[src/rtl/bus_turn_arbiter.sv]
// Bus ownership sequencer for the shared PHY/memory data bus: turnaround, burst limit, grant handshake.
// Optional build macro BUS_ARB_ROUND_ROBIN_EN: alternate owners under contention instead of fixed RX priority.
module bus_turn_arbiter #(
  parameter int TURN_CYCLES = 1,
  parameter int MAX_BURST   = 64,
  parameter int CNT_W       = 8
) (
  input  logic clk_i,
  input  logic rst_i,
  input  logic rx_req_i,
  input  logic tx_req_i,
  input  logic rx_done_i,
  input  logic tx_done_i,
  output logic rx_gnt_o,
  output logic tx_gnt_o,
  output logic tx_oe,
  output logic bus_hiz_o,
  output logic burst_abort_o
);

  typedef enum logic [1:0] {IDLE, TURN, ACTIVE, RELEASE} state_t;

  localparam logic [3:0]       TURN_LAST  = 4'(TURN_CYCLES);
  localparam logic [CNT_W-1:0] BURST_LAST = CNT_W'(MAX_BURST);

  state_t           state_q, state_d;
  logic [3:0]       turn_cnt_q, turn_cnt_d;
  logic [CNT_W-1:0] burst_cnt_q, burst_cnt_d;
  logic             sel_tx_q, sel_tx_d;
  logic             tx_oe_q, tx_oe_d;
  logic             rx_gnt_q, rx_gnt_d;
  logic             tx_gnt_q, tx_gnt_d;
  logic             hiz_q, hiz_d;
  logic             abort_q, abort_d;
  logic             pick_tx;
  logic             sel_done;

`ifdef BUS_ARB_ROUND_ROBIN_EN
  // last_tx_q resets to TX so that RX wins the first contended arbitration
  logic last_tx_q, last_tx_d;

  always_comb begin
    pick_tx   = tx_req_i && (!rx_req_i || !last_tx_q);
    last_tx_d = (state_q == RELEASE) ? sel_tx_q : last_tx_q;
  end

  always_ff @(posedge clk_i) begin
    if (rst_i) begin
      last_tx_q <= 1'b1;
    end else begin
      last_tx_q <= last_tx_d;
    end
  end
`else
  always_comb begin
    pick_tx = tx_req_i && !rx_req_i;
  end
`endif

  always_comb begin
    state_d     = state_q;
    turn_cnt_d  = turn_cnt_q;
    burst_cnt_d = burst_cnt_q;
    sel_tx_d    = sel_tx_q;
    tx_oe_d     = tx_oe_q;
    abort_d     = 1'b0;
    sel_done    = sel_tx_q ? tx_done_i : rx_done_i;

    case (state_q)
      IDLE: begin
        burst_cnt_d = '0;
        // Direction is committed here and held through turnaround, burst and release
        if (rx_req_i || tx_req_i) begin
          sel_tx_d   = pick_tx;
          tx_oe_d    = pick_tx;
          turn_cnt_d = 4'd1;
          state_d    = TURN;
        end
      end
      TURN: begin
        if (turn_cnt_q == TURN_LAST) begin
          state_d     = ACTIVE;
          burst_cnt_d = CNT_W'(1);
        end else begin
          turn_cnt_d = turn_cnt_q + 4'd1;
        end
      end
      ACTIVE: begin
        if (sel_done) begin
          state_d = RELEASE;
        end else if (burst_cnt_q == BURST_LAST) begin
          state_d = RELEASE;
          abort_d = 1'b1;
        end else begin
          burst_cnt_d = burst_cnt_q + CNT_W'(1);
        end
      end
      RELEASE: begin
        state_d     = IDLE;
        burst_cnt_d = '0;
        turn_cnt_d  = '0;
      end
      default: begin
        state_d = IDLE;
      end
    endcase

    // Outputs are registered, so they are derived from the state being entered
    rx_gnt_d = (state_d == ACTIVE) && !sel_tx_d;
    tx_gnt_d = (state_d == ACTIVE) && sel_tx_d;
    hiz_d    = (state_d != ACTIVE);
  end

  always_ff @(posedge clk_i) begin
    if (rst_i) begin
      state_q     <= IDLE;
      turn_cnt_q  <= '0;
      burst_cnt_q <= '0;
      sel_tx_q    <= 1'b0;
      tx_oe_q     <= 1'b0;
      rx_gnt_q    <= 1'b0;
      tx_gnt_q    <= 1'b0;
      hiz_q       <= 1'b1;
      abort_q     <= 1'b0;
    end else begin
      state_q     <= state_d;
      turn_cnt_q  <= turn_cnt_d;
      burst_cnt_q <= burst_cnt_d;
      sel_tx_q    <= sel_tx_d;
      tx_oe_q     <= tx_oe_d;
      rx_gnt_q    <= rx_gnt_d;
      tx_gnt_q    <= tx_gnt_d;
      hiz_q       <= hiz_d;
      abort_q     <= abort_d;
    end
  end

  assign rx_gnt_o      = rx_gnt_q;
  assign tx_gnt_o      = tx_gnt_q;
  assign tx_oe         = tx_oe_q;
  assign bus_hiz_o     = hiz_q;
  assign burst_abort_o = abort_q;

endmodule

[config.mk]
export PLATFORM = sky130hd
export DESIGN_NAME = bus_turn_arbiter
export DESIGN_NICKNAME = d
export VERILOG_FILES = /design/src/rtl/bus_turn_arbiter.sv
export SDC_FILE = /design/constraint.sdc
export NUM_CORES = 1
export LEC_CHECK = 0
export BUFFER_PORTS_ARGS = -buffer_cell sky130_fd_sc_hd__buf_2
export CAP_MARGIN = 10
export CORE_MARGIN = 5
export CORE_UTILIZATION = 45
export DETAILED_ROUTE_END_ITERATION = 12
export SLEW_MARGIN = 20
export SYNTH_ARGS = -nofsm -noshare
export SYNTH_HDL_FRONTEND = slang
export SYNTH_SLANG_ARGS = --single-unit
[constraint.sdc]
create_clock -name clk_i -period 2.3 [get_ports clk_i]
set_input_delay 0.46 -clock clk_i [delete_from_list [all_inputs] [get_ports clk_i]]
set_output_delay 0.46 -clock clk_i [all_outputs]
set_load 0.01 [all_outputs]
# After elaboration in Yosys (flattened, before gate mapping)
# Cells that the tools add are included.
[totals]
regBits = 20
input_bits = 6
[classes]
add_sub_neg = 2
eq_ne = 12
muxes = 16
bitwise_logic = 1
reduce_logical = 13
[ops]
columns = ["cell", "count"]
rows = [
  ["two-way mux 8 bit", 3],
  ["one-hot mux 8 bit (3 select lines)", 1],
  ["!= test 2 bit, second input constant", 6],
  ["one-hot mux 4 bit (3 select lines)", 1],
  ["adder 8 x 1 -> 8 bit, second input constant", 1],
  ["== test 8 x 7 -> 1 bit, second input constant", 1],
  ["two-way mux 2 bit", 4],
  ["two-way mux 4 bit", 2],
  ["one-hot mux 2 bit (4 select lines)", 1],
  ["== test 2 bit, second input constant", 3],
  ["AND reduction 3 bit", 2],
  ["adder 4 x 1 -> 4 bit, second input constant", 1],
  ["== test 4 x 1 -> 1 bit, second input constant", 1],
  ["two-way mux 1 bit", 4],
  ["logical AND 1 bit", 3],
  ["nonzero test 3 bit", 1],
  ["OR reduction 3 bit", 1],
  ["== test 2 x 1 -> 1 bit, second input constant", 1],
  ["zero test 1 bit", 2],
  ["zero test 2 bit", 1],
  ["AND reduction 2 bit", 1],
  ["OR reduction 2 bit", 1],
  ["logical OR 1 bit", 1],
  ["NOT 1 bit", 1],
]

# Longest topological paths before layout
[logic_depth]
word_depth = 6
mapped_depth = 7
ltp_nobuf = 6

# Worst setup path before layout
# OpenSTA, ideal clock, no wires.
[synth_path]
path_kind = "flip-flop to flip-flop"
start = "register turn_cnt_q[0]"
end = "register burst_cnt_q[2]"
setup_time_ns = 0.117
arrival_ns = 1.743
t_required_ns = 2.183
path_slack_ns = 0.440
path_stages_with_launch = 7
n_path_buf = 1
cell_sequence = "dfxtp_1 > ha_1 > or3b_1 > a222oi_1 > buf_4 > o21ai_1 > a32o_1"
[synth_between]
elab_chain_cells = 3
[synth_rtl]
columns = ["item", "line", "rtl"]
rows = [
  ["start: declaration", "27", "logic [3:0] turn_cnt_q, turn_cnt_d;"],
  ["start signal: assignment", "127", "turn_cnt_q <= turn_cnt_d;"],
  ["== test 4 x 1 -> 1 bit", "81", "if (turn_cnt_q == TURN_LAST) begin"],
  ["!= test 2 bit (no source line)", "n/a", ""],
  ["AND reduction 3 bit (no source line)", "n/a", ""],
  ["end signal: assignment", "128", "burst_cnt_q <= burst_cnt_d;"],
  ["end: declaration", "28", "logic [CNT_W-1:0] burst_cnt_q, burst_cnt_d;"],
]
# No other way between the ends.
# A chain may end at the register's enable or synchronous reset.

# Final worst setup path
[layout_path]
start = "register turn_cnt_q[0]"
end = "register burst_cnt_q[7]"
# The elaborated chain is that of the path after synthesis.

==> metrics.yaml <==
outcome:
  status: "complete, no violations"
floorplanning:
  io_pins: 11
  coreArea_um2: 2430
  initial_utilization: 0.466
  rows: 18
  die_x_um: 60.2
  die_area_um2: 3620
  fp.dieH_um: 60.2
timing:
  rsz0062_at_grt: "no"
  setup_ws_ns: 0.218
  tns_ns: 0
  drv_slew: 0
  worst_pin_slew_ns: 0.697
  final.setup_skew_ns: 0.00512
  finalCritPeriodShare: 0.905
  maxSlewHeadroom: 0.529
  hold_slack_ns: 0.366
  fmax_mhz: 480
  fin_crit_ns: 2.08
  hold_viol: 0
  setup_viol: 0
routing:
  first_pass_iters: 4
  ant_nets: 0
  drt-initial-drc-count: 33
  vias: 964
  wl_per_cell_um: 14.2
  wirelength_um: 2420
  post-route-drc-count: 0
  vias_per_cell: 5.67
cts:
  numCtsBuffers: 3
  cts_tree: "built"
  hold_buffers: 0
  h-tree-depth: 1
  root_buffer: "clkbuf_4"
  clock_latency_ns: 0.31
  cts.path.max_buffers: 2
  clock-sinks: 20
  cts.clk_slew.worst_paths_ns: 0.12
finish:
  design_area_um2: 1280
  fillCellCount: 233
  multi_input_area_um2: 687
  nets: 158
  drive_gt1_frac: 0.157
  antenna_cells: 0
  syn_to_final_growth_pct: 12.6
  register_area_um2: 400
yosys:
  yosysTopAreaCellShare: 0.353
  syn_inst: 128
  syn_area_um2: 1130
  ys_top_cells_by_area: "dfxtp_1 35%, ha_1 12%, a32o_1 4.4%"
  synth_nets: 145
  synth_warnings: 0
  synth_area_leader_cell: "dfxtp_1"
  async_flop_share: 0
  ys_ff_latch: 20
  synthFlopType: "dfxtp_1"
  synth-seq-area-share: 0.353
  yosys.cell_types.count: 42
  syn_area_per_cell_um2: 8.86
  synth_edf_count: 0
grt:
  grt_max_degree: 19
  antenna_found_initial: 0
  grtUsageTotal: 0.153
  grt_pass1_wl_um: 4230
  globalRouteOverflowTotal: 0
  grt_pass1_vias: 999
placement:
  place_area_um2: 1220
  port-buffer-count: 10
  pre_cts_ws_ns: 0.217
  gp_congestion: 0.776
  dp_hpwl_um: 1780
worst_hold_path:
  hold_path.class: "in -> reg"
power_and_ir_drop:
  p_leak_nw: 0.535
  p_per_area_nw_per_um2: 660
  vdd_ir_drop_max_v: 0.000384
setup_path:
  arrival_ns: 2.34
  start_kind: "register"
  worst_setup_path_end_kind: "register"
  path_buf_inv: 1
  crit_fanout: 11
  worstSetupPathType: "reg -> reg"
  path_cells: "ha_1 -> or3b_1 -> a222oi_1 -> buf_4 -> and3b_1 -> a32o_1"
  required_ns: 2.56
  cp_slowest_stage_delay_ns: 0.42
  crit_slowest_cell: "dfxtp_1"
  crit_family: "simple AND/OR/NAND/NOR gates"
run:
  drv_cap: 0
## through the flow
step           power, mW  utilization  std cells
6_report           0.842        0.525        170
5_1_grt            0.896        0.525        170
4_1_cts            0.850        0.522        170
3_5_place_dp       0.558        0.501        166
3_3_place_gp       0.553        0.501        166
2_1_floorplan      0.515            -        128
## flip-flops by register name, indices dropped and copies added, names as in the netlist
| register | count |
|---|---|
| rx_gnt_o | 1 |
| burst_abort_o | 1 |
| turn_cnt_q | 4 |
| bus_hiz_o | 1 |
| sel_tx_q | 1 |
| tx_oe | 1 |
| burst_cnt_q | 8 |
| tx_gnt_o | 1 |
| state_q | 2 |
## final timing paths
kind / from / endpoint / slack (ns) / cells after the start
max: turn_cnt_q[0]$_SDFFE_PP0P_ / burst_cnt_q[7]$_SDFFE_PP0P_ / 0.22 / 6
max reg2reg: turn_cnt_q[0]$_SDFFE_PP0P_ / burst_cnt_q[7]$_SDFFE_PP0P_ / 0.22 / 6
min reg2reg: turn_cnt_q[1]$_SDFFE_PP0P_ / turn_cnt_q[1]$_SDFFE_PP0P_ / 0.49 / 2
min: rx_req_i / tx_oe$_SDFFE_PP0P_ / 0.37 / 2
## cells in the mapped netlist, types with 2 or more instances
master	instances
o21ai_1	5
nand3b_1	2
and2_1	2
a21o_1	2
nand2_1	5
nor3b_1	5
dfxtp_1	20
and3_1	5
a21oi_1	8
a221oi_1	2
nor2b_1	3
a32o_1	5
inv_1	9
o21ai_0	4
nand3_1	3
nor2_1	8
clkbuf_1	2
nor3_1	4
ha_1	11
## routing by layer
metal / wire (µm) / up-vias / global-route usage
li1: - / 491 / -
met4: 31 / 0 / 0.0570
met2: 1190 / 10 / 0.270
met1: 1150 / 459 / 0.183
met3: 57 / 4 / 0.0259
met5: 0 / - / 0
## kinds of logic after synthesis
group,Yosys count,synth area share
mux,2,0.0188
simple gates,48,0.256
buf+inv,13,0.0464
fa+ha+maj,11,0.121
compound gates,34,0.204
flops,20,0.353
## placed cells by master, fill, tap and decap left out, drive strengths merged, types with 2 or more instances in the layout
cell type / Yosys / routed
buf: 2 / 12
inv: 9 / 9
nor3b: 5 / 5
and2: 2 / 2
nand3: 3 / 3
nor2: 8 / 8
nand3b: 2 / 2
nor2b: 3 / 3
and3: 5 / 5
clkbuf: 2 / 3
nand2: 5 / 5
dfxtp: 20 / 20
a21o: 2 / 2
ha: 11 / 11
a32o: 5 / 5
o21ai: 9 / 9
nor3: 4 / 4
a221oi: 2 / 2
a21oi: 8 / 8
## what timing repair did
item | CTS | global route
endpoints found under the setup margin | 0 | 1
buffers inserted | 0 | 0
gates resized for setup | 0 | 1
## cell type report
type                            instances  share of cell area
Multi-Input combinational cell         95               0.538
Clock buffer                            3              0.0176
Tap cell                               30              0.0294
Inverter                                9              0.0265
Timing Repair Buffer                   12              0.0510
Sequential cell                        20               0.314
Clock inverter                          1              0.0235
## where the power goes
| part | total (mW) | internal (mW) | leakage [nW] | switching [mW] |
|---|---|---|---|---|
| Clock | 0.291 | 0.176 | 0.0279 | 0.115 |
| Sequential | 0.377 | 0.362 | 0.162 | 0.0151 |
| Combinational | 0.174 | 0.0776 | 0.345 | 0.0960 |
| Total | 0.842 | 0.616 | 0.535 | 0.226 |
Power figures use the tool's default switching activity.
